[src/rtl/brownout_evt_mon.sv]
// Brown-out event monitor: synchronises the one-shot output, sequences the
// active-low system reset with a programmable hold, and counts events.
module brownout_evt_mon #(
  parameter int SYNC_STAGES = 2,
  parameter int HOLD_W      = 8,
  parameter int CNT_W       = 8
) (
  input  logic              osc_ck,
  input  logic              rsb,
  input  logic              bo_in,
  input  logic [HOLD_W-1:0] hold_cfg,
  input  logic              clr_req,
  output logic              clr_ack,
  output logic              rst_out_n,
  output logic              rst_done,
  output logic              bo_sticky,
  output logic [CNT_W-1:0]  evt_cnt,
  output logic [1:0]        state
);

  typedef enum logic [1:0] {
    IDLE   = 2'b00,
    ACTIVE = 2'b01,
    HOLD   = 2'b10,
    BAD    = 2'b11
  } state_t;

  logic [SYNC_STAGES-1:0] sync_q;
  logic                   bo_s;
  logic                   bo_p;
  logic                   evt;
  logic                   clr;
  state_t                 state_q;
  state_t                 state_d;
  logic [HOLD_W-1:0]      hold_q;
  logic [HOLD_W-1:0]      hold_d;
  logic [CNT_W-1:0]       cnt_inc;

  assign bo_s  = sync_q[SYNC_STAGES-1];
  assign evt   = bo_s & ~bo_p;
  assign clr   = clr_req & ~clr_ack;
  assign state = state_q;

  always_ff @(posedge osc_ck) begin
    if (!rsb) begin
      sync_q <= '0;
      bo_p   <= 1'b0;
    end else begin
      sync_q <= {sync_q[SYNC_STAGES-2:0], bo_in};
      bo_p   <= bo_s;
    end
  end

  always_comb begin
    state_d = state_q;
    hold_d  = hold_q;
    unique case (state_q)
      IDLE: begin
        if (bo_s) state_d = ACTIVE;
      end
      ACTIVE: begin
        if (!bo_s) begin
          state_d = HOLD;
          hold_d  = '0;
        end
      end
      HOLD: begin
        if (bo_s) begin
          state_d = ACTIVE;
          hold_d  = '0;
        end else if (hold_q >= hold_cfg) begin
          state_d = IDLE;
        end else begin
          hold_d = hold_q + HOLD_W'(1);
        end
      end
      default: begin
        state_d = HOLD;
        hold_d  = '0;
      end
    endcase
  end

  always_ff @(posedge osc_ck) begin
    if (!rsb) begin
      state_q   <= HOLD;
      hold_q    <= '0;
      rst_out_n <= 1'b0;
      rst_done  <= 1'b0;
    end else begin
      state_q   <= state_d;
      hold_q    <= hold_d;
      rst_out_n <= (state_d == IDLE);
      rst_done  <= (state_q == HOLD) && (state_d == IDLE);
    end
  end

  // counter saturates at all-ones instead of wrapping
  assign cnt_inc = (&evt_cnt) ? evt_cnt : evt_cnt + CNT_W'(1);

  always_ff @(posedge osc_ck) begin
    if (!rsb) begin
      bo_sticky <= 1'b0;
      evt_cnt   <= '0;
      clr_ack   <= 1'b0;
    end else begin
      clr_ack <= clr_req;
      if (evt) begin
        bo_sticky <= 1'b1;
        evt_cnt   <= clr ? CNT_W'(1) : cnt_inc;
      end else if (clr) begin
        bo_sticky <= 1'b0;
        evt_cnt   <= '0;
      end
    end
  end

endmodule

[config.mk]
export PLATFORM = sky130hd
export DESIGN_NAME = brownout_evt_mon
export DESIGN_NICKNAME = d
export VERILOG_FILES = /design/src/rtl/brownout_evt_mon.sv
export SDC_FILE = /design/constraint.sdc
export NUM_CORES = 1
export LEC_CHECK = 0
export BUFFER_PORTS_ARGS = -buffer_cell sky130_fd_sc_hd__buf_2
export CORE_AREA = 3 3 58 49
export CTS_CLUSTER_DIAMETER = 60
export DETAILED_ROUTE_END_ITERATION = 7
export DIE_AREA = 0 0 61 52
export PLACE_DENSITY = 0.8
export SYNTH_ARGS = -nofsm -noshare
export SYNTH_HDL_FRONTEND = slang
export SYNTH_SLANG_ARGS = --single-unit
[constraint.sdc]
create_clock -name osc_ck -period 4.2 [get_ports osc_ck]
set_input_delay 0.21 -clock osc_ck [delete_from_list [all_inputs] [get_ports osc_ck]]
set_output_delay 0.21 -clock osc_ck [all_outputs]
set_load 0.01 [all_outputs]
==> reports/qor.yml, run 1 <==
timing:
  slew_headroom: 0.6440
  finClkSkew_ns: 0.002617
  min_period_over_period: 0.5353
  setup_viol: 0
  min_period_ns: 2.248
  finalHoldWorstSlack_ns: 0.08911
  hold_viol: 0
  rsz0062_at_grt: "no"
  fin_tns_setup_ns: 0
  slew_viol_final: 0
  timing.fmax_mhz: 444.8
  tightest_slew_ns: 0.5320
route:
  drt-vias-per-instance: 5.588
  firstDrtPassIters: 4
  avgRoutedWirePerCell_um: 12.82
  drc_errors: 0
  wl_um: 2552
  ant_nets: 0
  routed-via-count: 1112
  drt-initial-drc-count: 45
worst_setup_path:
  cp_num_buf_inv: 0
  cp_cell_sequence: "ha_1 -> nor2b_4 -> o211a_4 -> o311ai_4 -> nand3b_1 -> o211a_1 -> a211o_1"
  cp_slowest_cell: "dfxtp_1"
  crit_family: "compound AO/OA/AOI/OAI gates"
  rrSetupSlack_ns: 1.95
  worst_path_largest_cell_delay_ns: 0.44
  path_max_fanout: 5
  crit_required_ns: 4.42
  worstPathArrival_ns: 2.47
  end_kind: "register"
  crit_type: "reg2reg"
  start_kind: "register"
finish:
  final_util: 0.6197
  nets: 195
  finalNonFillerCells: 199
  drive_gt1_frac: 0.2093
  diodes: 0
  fillers: 199
  multi_input_area_sq_um: 737.0
  final-seq-area_sq_um: 500.5
  syn_to_final_growth_pct: 13.68
floorplanning:
  die_y_um: 52
  io_pins: 26
  die-area_sq_mm: 0.003172
  initial_core_util: 0.5452
  rows: 16
  die_width_um: 61
  core_area_sq_mm: 0.002382
outcome:
  status: "finished, final reports clean"
flow_run:
  maxCapViolations: 0
cts:
  clock_latency_ns: 0.31
  htreeDepth: 1
  ctsResizeCount: 0
  cts_setup_buffers: 0
  cts.clk_slew.worst_paths_ns: 0.13
  cts_made_buffers: 3
  cts_tree: "done"
  clk_path_buf_depth: 2
  clock_sinks: 25
  cts-root-buf: "clkbuf_4"
  hold_buffers: 0
global_route:
  grtUsageTotal: 0.1816
  antenna_found_initial: 0
  grt_pass1_vias: 1015
  grt-ovfl-total: 0
  grt_max_degree: 15
  grt_pass1_wl_um: 4402
synthesis:
  yosysTopAreaCell: "dfxtp_1"
  ys_seq_area_frac: 0.3854
  synthesis.area_sq_mm: 0.001299
  synth.net_count: 167
  synthesis.instances: 145
  syn_area_per_cell_sq_um: 8.957
  yosysWarnings: 0
  synth_area_leaders: "dfxtp_1, ha_1, inv_1, nand2_1, a31oi_1"
  synth_top_area_share: 0.3854
  synth-seq-cells: 25
  synthDistinctLibCells: 39
power_and_ir_drop:
  sequentialPowerShare: 0.601
  power.internal_mw: 0.3127
  p_total_mw: 0.4302
  p_leak_nw: 0.6979
  power_frac_comb: 0.152
  p_switching_mw: 0.1175
  swShare: 0.2731
  p_per_area_mw_per_mm2: 291.4
  clkPwrFrac: 0.247
  vdd_drop_max_mv: 0.2894
placement:
  dp.cells: 195
  hpwl_um: 2004
  io_buffers: 25
  gp_congestion: 0.7886
min_path:
  worstHoldPathType: "in2reg"
## logic make-up (layout without fill, tap and decap cells)
group                    count (synthesis)  count (layout)  synth area share
AND/OR/NAND/NOR                         60              60            0.2543
AO/OA/AOI/OAI                           29              29            0.1821
flip-flops                              25              25            0.3854
buffers and inverters                   16              43           0.04720
adder cells (fa/ha/maj)                 10              10           0.09634
XOR/XNOR                                 4               4           0.02698
multiplexers                             1               1          0.007707
## synth_stat cells
library cell and n:
o211a_4 1, nor2b_1 1, a221oi_2 1, a32o_1 1, buf_2 1, nor3_1 3
o311ai_4 1, clkbuf_1 1, nand4_1 3, nor2_1 10, o2111ai_1 1, mux2i_1 1
xnor2_1 1, inv_1 14, a211o_1 1, nand2b_1 2, nand2_1 14, o211a_1 1
and2_1 5, o21ai_0 6, o211ai_1 1, a31oi_1 6, or3_1 2, and3_1 4
and2_2 1, a21o_1 2, a41oi_2 1, nor4_1 1, dfxtp_1 25, nand3b_1 3
or4_1 1, a32oi_1 1, nand3_1 7, xor2_1 3, ha_1 10, nor2b_4 1
and4_1 1, nand3_4 1, a21oi_1 5
## registers in the layout (all words and copies together) (netlist names)
signal     flops
evt_cnt        8
hold_q         8
state          2
sync_q         2
bo_p           1
bo_sticky      1
clr_ack        1
rst_done       1
rst_out_n      1
## final timing paths
path | startpoint | endpoint | cells after the start
min | bo_in | sync_q[0] | 2
max reg2reg | hold_q[1] | hold_q[7] | 7
max | hold_q[1] | hold_q[7] | 7
min reg2reg | bo_p | bo_sticky | 1
## layout make-up
type                            instances  share of cell area
Multi-Input combinational cell        104              0.4992
Sequential cell                        25              0.3390
Timing Repair Buffer                   25             0.08475
Inverter                               14             0.03559
Tap cell                               27             0.02288
Clock buffer                            3             0.01525
Clock inverter                          1            0.003390
## power by group through the flow
stage | registers [mW] | logic [mW] | clock network (mW)
final | 0.258 | 0.0654 | 0.106
after global routing | 0.260 | 0.0735 | 0.118
after CTS | 0.258 | 0.0662 | 0.110
after detailed placement | 0.263 | 0.0658 | 0
after global placement | 0.262 | 0.0617 | 0
after floorplan | 0.262 | 0.0462 | 0
## metal layers
metal / track usage / wire length [um]
met1: 0.2416 / 1168
met2: 0.2972 / 1275
met3: 0.04467 / 108
met4: 0.03610 / 0
met5: 0 / 0
## metrics by stage
| stage | worst slack [ns] | cell area, sq um |
|---|---|---|
| after floorplan | 2.149 | 1299 |
| after global placement | 2.097 | 1449 |
| after detailed placement | 1.981 | 1449 |
| after CTS | 1.952 | 1476 |
| after global routing | 1.831 | 1476 |
| final | 1.952 | 1476 |
## cell usage in the layout (no fill, tap or decap), types with 2 or more instances in the layout
cell type | netlist | layout
dfxtp_1 | 25 | 25
buf_2 | 1 | 25
inv_1 | 14 | 14
nand2_1 | 14 | 14
nor2_1 | 10 | 10
ha_1 | 10 | 10
nand3_1 | 7 | 7
o21ai_0 | 6 | 6
a31oi_1 | 6 | 6
a21oi_1 | 5 | 5
and2_1 | 5 | 5
and3_1 | 4 | 4
nand4_1 | 3 | 3
nor3_1 | 3 | 3
nand3b_1 | 3 | 3
xor2_1 | 3 | 3
clkbuf_4 | 0 | 3
nand2b_1 | 2 | 2
a21o_1 | 2 | 2
or3_1 | 2 | 2
Note: power is estimated with default switching activity, not from simulation.
==> run 2, diff against run 1 <==
- CORE_AREA: 3 3 58 49 -> 3 3 63 53
- DIE_AREA: 0 0 61 52 -> 0 0 66 56
- PLACE_DENSITY: 0.8 -> 0.71
- clock period: 4.2 -> 2 ns (I/O delays scaled with it)
==> reports/qor.yml, run 2 (synthesis gave the netlist of run 1 again) <==
route:
  drt-vias-per-instance: 5.181  # -7.3%
  drt-initial-drc-count: 34  # -24%
  routed-via-count: 1176  # +5.8%
  wl_um: 2848  # +12%
  ant_nets: 0  # unchanged
  avgRoutedWirePerCell_um: 12.55  # -2.2%
  firstDrtPassIters: 4  # unchanged
  drc_errors: 0  # unchanged
finish:
  nets: 212  # +8.7%
  drive_gt1_frac: 0.2963  # +0.08699
  final_util: 0.6037  # -0.01601
  final_common_cell: "buf_2"
  mostFrequentLayoutCells: "buf_2, dfxtp_1, buf_4"
  diodes: 0  # unchanged
  largestRegisters: "evt_cnt: 8 flops, hold_q: 8 flops"
  syn_to_final_growth_pct: 27.55
global_route:
  grt-ovfl-total: 0  # unchanged
  grtUsageMet1: 0.1815  # -0.06016
  top_usage_layer: "met2"
  grt_max_degree: 14  # -1
  gr-usage-met2: 0.2700  # -0.02715
  antenna_found_initial: 0  # unchanged
  grt_pass1_wl_um: 4533  # +3.0%
  grtUsageMet3: 0.05051  # +0.005840
  grt_pass1_vias: 1095  # +7.9%
  grtUsageTotal: 0.1533  # -0.02836
timing:
  timing.fmax_mhz: 494.5  # +11%
  rsz0062_at_grt: "yes"
  finClkSkew_ns: 0.003946  # +0.001329 ns
  tightest_slew_ns: 0.5599  # +0.02793 ns
  slew_viol_final: 0  # unchanged
  min_period_ns: 2.022  # -0.2259 ns
  layout_setup_ws_ns: -0.02214  # -1.974 ns
  fin_tns_setup_ns: -0.06929  # -0.06929 ns
  min_period_over_period: 1.011  # +0.4758
  setup_viol: 5  # +5
  slew_headroom: 0.6253  # -0.01869
  hold_viol: 0  # unchanged
worst_setup_path:
  crit_type: "reg2reg"
  end_kind: "register"
  worstPathArrival_ns: 2.29  # -0.18 ns
  cp_cell_sequence: "ha_4 -> nor2b_4 -> o211a_4 -> o311ai_4 -> nand3_4 -> or4_1 -> a31oi_1"
  rrSetupSlack_ns: -0.02  # -1.97 ns
  crit_family: "compound AO/OA/AOI/OAI gates"
  crit_required_ns: 2.27  # -2.15 ns
  worst_path_largest_cell_delay_ns: 0.41  # -0.03 ns
  cp_slowest_cell: "or4_1"
  start_kind: "register"
  cp_num_buf_inv: 0  # unchanged
  path_max_fanout: 4  # -1
placement:
  hpwl_um: 2107  # +5.1%
  gp_congestion: 0.8156  # +3.4%
  io_buffers: 25  # unchanged
  pre_cts_slack_ns: -0.05418  # -2.035 ns
floorplanning:
  core_area_sq_mm: 0.002744  # +15%
  rows: 17  # +1
  die_y_um: 56  # +7.7%
  io_pins: 26  # unchanged
  initial_core_util: 0.4733  # -0.07184
  die_width_um: 66  # +8.2%
  die-area_sq_mm: 0.003696  # +17%
cts:
  cts-root-buf: "clkbuf_4"
  htreeDepth: 1  # unchanged
  clk_path_buf_depth: 2  # unchanged
  cts_made_buffers: 3  # unchanged
  clock_sinks: 25  # unchanged
  cts_tree: "done"
  clock_latency_ns: 0.32  # about the same
  cts.clk_slew.worst_paths_ns: 0.13  # about the same
outcome:
  violations: "negative setup slack"
  status: "finished, violations left"
power_and_ir_drop:
  p_per_area_mw_per_mm2: 577.2  # +98%
  p_leak_nw: 0.7745  # +11%
  vdd_drop_max_mv: 0.3808  # +32%
flow_run:
  maxCapViolations: 0  # unchanged
min_path:
  worstHoldPathType: "in2reg"
run 2: cell count changes in the layout (fill, tap and decap cells not counted):
cell and delta:
ha_1 -2, dfxtp_1 -3, nor4_2 +1, clkinv_2 -1
ha_4 +2, clkbuf_1 +1, dfxtp_2 +3, dlygate4sd3_1 +2
buf_4 +15, nor4_1 -1
run 2: worst reg2reg max path, stage by stage (launching register included):
cell	delay, ns
dfxtp_2	0.37
ha_4	0.20
nor2b_4	0.12
o211a_4	0.23
o311ai_4	0.37
nand3_4	0.11
or4_1	0.41
a31oi_1	0.16
run 2: timing repair:
item / in CTS / in global routing
setup buffers: 2 / 1
hold endpoints to repair: 2 / 0
hold buffers: 2 / 0
pin swaps: 6 / 2
resized for setup: 2 / 3
setup endpoints to repair: 5 / 7
run 2: cell type report:
type | instances | area (sq um)
fillers | 241 | 1087
flip-flops and latches | 25 | 504.2
multi-input cells | 104 | 768.2
clock buffers | 4 | 26.28
well taps | 38 | 47.55
repair buffers | 42 | 257.7
inverters | 14 | 52.55
run 2: routing by layer:
layer  share of wire  wire (um)  vias up
met4          0.0067         19        0
met3           0.040        113        4
met2            0.50       1429       17
li1                -          -      606
met5               0          0        -
met1            0.45       1286      549
run 2: per-stage QoR:
| stage | total power, mW | cells | hold slack (ns) | instance area [sq um] |
|---|---|---|---|---|
| finish | 0.9562 | 227 | 0.1238 | 1657 |
| detailed placement | 0.7220 | 218 | 0.3105 | 1554 |
| CTS | 0.9567 | 226 | 0.1170 | 1634 |
| global route | 1.004 | 227 | 0.1204 | 1657 |
| global placement | 0.7125 | 218 | 0.3091 | 1554 |
| floorplan | 0.6479 | 145 | 0.2217 | 1300 |
run 2: where the power goes:
group	leakage, nW	switching, mW	internal, mW
clock network	0.0150	0.147	0.0783
logic	0.555	0.0943	0.0993
registers	0.205	0.0167	0.521
run 2: path summary, 6_finish.rpt:
kind               end      start  depth (start not counted)
max          hold_q[4]  hold_q[1]                          7
min           state[1]        rsb                          2
max reg2reg  hold_q[4]  hold_q[1]                          7
min reg2reg  bo_sticky       bo_p                          1
==> run 3, diff against run 2 <==
- SKIP_CTS_REPAIR_TIMING: unset -> 1
==> reports/qor.yml, run 3 (synthesis gave the netlist of run 1 again) <==
outcome:
  status: "finished, violations left"
  violations: "negative setup slack"
worst_setup_path:
  worstPathArrival_ns: 2.26  # -0.03 ns
  r2r-end: "hold_q[7]"
  start_kind: "register"
  cp_slowest_cell: "dfxtp_2"
  reg2reg_from: "hold_q[1]"
  worst_path_largest_cell_delay_ns: 0.37  # -0.04 ns
  end_kind: "register"
  cp_num_buf_inv: 0  # unchanged
  reg2reg_depth: 7  # unchanged
  crit_type: "reg2reg"
  crit_required_ns: 2.23  # -0.04 ns
  path_max_fanout: 4  # unchanged
  cp_cell_sequence: "ha_4 -> nor2b_4 -> o211a_4 -> o311ai_4 -> nand3b_1 -> o211a_1 -> a211o_1"
  crit_family: "compound AO/OA/AOI/OAI gates"
  rrSetupSlack_ns: -0.03  # about the same
power_and_ir_drop:
  vdd_drop_max_mv: 0.3812  # +0.12%
  p_per_area_mw_per_mm2: 586.4  # +1.6%
  p_leak_nw: 0.7617  # -1.7%
  p_total_mw: 0.9618  # +0.59%
route:
  wl_um: 2745  # -3.6%
  drt-vias-per-instance: 5.183  # about the same
  avgRoutedWirePerCell_um: 12.25  # -2.3%
  drc_errors: 0  # unchanged
  routed-via-count: 1161  # -1.3%
  firstDrtPassIters: 4  # unchanged
  drt-initial-drc-count: 45  # +32%
  ant_nets: 0  # unchanged
flow_run:
  maxCapViolations: 0  # unchanged
timing:
  layout_setup_ws_ns: -0.03364  # -0.01150 ns
  setup_viol: 4  # -1
  rsz0062_at_grt: "yes"
  slew_headroom: 0.6592  # +0.03381
  min_period_ns: 2.034  # +0.01150 ns
  tightest_slew_ns: 0.5094  # -0.05053 ns
  timing.fmax_mhz: 491.7  # -0.57%
  hold_viol: 0  # unchanged
  min_period_over_period: 1.017  # +0.005750
  finClkSkew_ns: 0.002064  # -0.001882 ns
  slew_viol_final: 0  # unchanged
finish:
  drive_gt1_frac: 0.2903  # -0.005974
  final_common_cell: "buf_2"
  final_util: 0.5978  # -0.005928
  fillers: 245  # +1.7%
  mostFrequentLayoutCells: "buf_2, dfxtp_1, nand2_1"
  finalNonFillerCells: 224  # -1.3%
  nets: 209  # -1.4%
  largestRegisters: "evt_cnt: 8 flops, hold_q: 8 flops"
  syn_to_final_growth_pct: 26.30
  diodes: 0  # unchanged
placement:
  dp.cells: 218  # unchanged
  pre_cts_slack_ns: -0.05418  # unchanged
  gp_congestion: 0.8156  # unchanged
  io_buffers: 25  # unchanged
  hpwl_um: 2107  # unchanged
global_route:
  grt_pass1_wl_um: 4409  # -2.7%
  grtUsageTotal: 0.1495  # -0.003728
  antenna_found_initial: 0  # unchanged
  grt-ovfl-total: 0  # unchanged
  grt_max_degree: 14  # unchanged
  grt_pass1_vias: 1056  # -3.6%
cts:
  cts_made_buffers: 3  # unchanged
  clk_path_buf_depth: 2  # unchanged
  cts.clk_slew.worst_paths_ns: 0.13  # about the same
  cts_tree: "done"
  htreeDepth: 1  # unchanged
  cts-root-buf: "clkbuf_4"
  clock_latency_ns: 0.32  # about the same
  clock_sinks: 25  # unchanged
floorplanning:
  core_area_sq_mm: 0.002744  # unchanged
  rows: 17  # unchanged
  initial_core_util: 0.4733  # unchanged
  die-area_sq_mm: 0.003696  # unchanged
  die_y_um: 56  # unchanged
  die_width_um: 66  # unchanged
  io_pins: 26  # unchanged
min_path:
  worstHoldPathType: "in2reg"
  hp-start: "rsb"
  whs_path_depth: 2  # unchanged
  worstHoldEndpoint: "state[1]"
-- run 3: cell count changes in the layout (fill, tap and decap cells not counted), sizes merged --
| cell | change |
|---|---|
| buf | -3 |
-- run 3: how the worst max path moves through the flow --
stage,endpoint,from,depth (start not counted)
floorplan,hold_q[1],hold_q[1],8
global placement,hold_q[7],hold_q[1],7
detailed placement,hold_q[7],hold_q[1],7
CTS,hold_q[7],hold_q[1],7
global route,hold_q[4],hold_q[1],7
finish,hold_q[7],hold_q[1],7
-- run 3: layout make-up --
cell class                      instances  area (sq um)  area share
Tap cell                               38         47.55     0.02899
Sequential cell                        25         504.2      0.3074
Inverter                               14         52.55     0.03204
Multi-Input combinational cell        104         774.5      0.4722
Timing Repair Buffer                   39         235.2      0.1434
Clock buffer                            4         26.28     0.01602
-- run 3: power breakdown --
| group | total (mW) | leakage (nW) | switching, mW | internal [mW] |
|---|---|---|---|---|
| combinational | 0.196 | 0.542 | 0.0947 | 0.101 |
| clock | 0.227 | 0.0150 | 0.149 | 0.0783 |
| sequential | 0.539 | 0.204 | 0.0179 | 0.521 |
-- run 3: layer usage --
layer | up-vias | routed length (um) | track usage
met5 | - | 0 | 0
met4 | 0 | 19 | 0.02609
met1 | 534 | 1237 | 0.1889
met3 | 4 | 116 | 0.05051
met2 | 19 | 1372 | 0.2486
li1 | 604 | - | -
-- run 3: metrics by stage --
stage / TNS [ns] / hold WS (ns) / area [sq um]
2_1_floorplan: 0 / 0.2217 / 1300
3_3_place_gp: -0.008265 / 0.3091 / 1554
3_5_place_dp: -0.05418 / 0.3105 / 1554
4_1_cts: -0.1486 / -0.03733 / 1580
5_1_grt: -0.4985 / 0.1204 / 1640
6_report: -0.06253 / 0.1197 / 1640
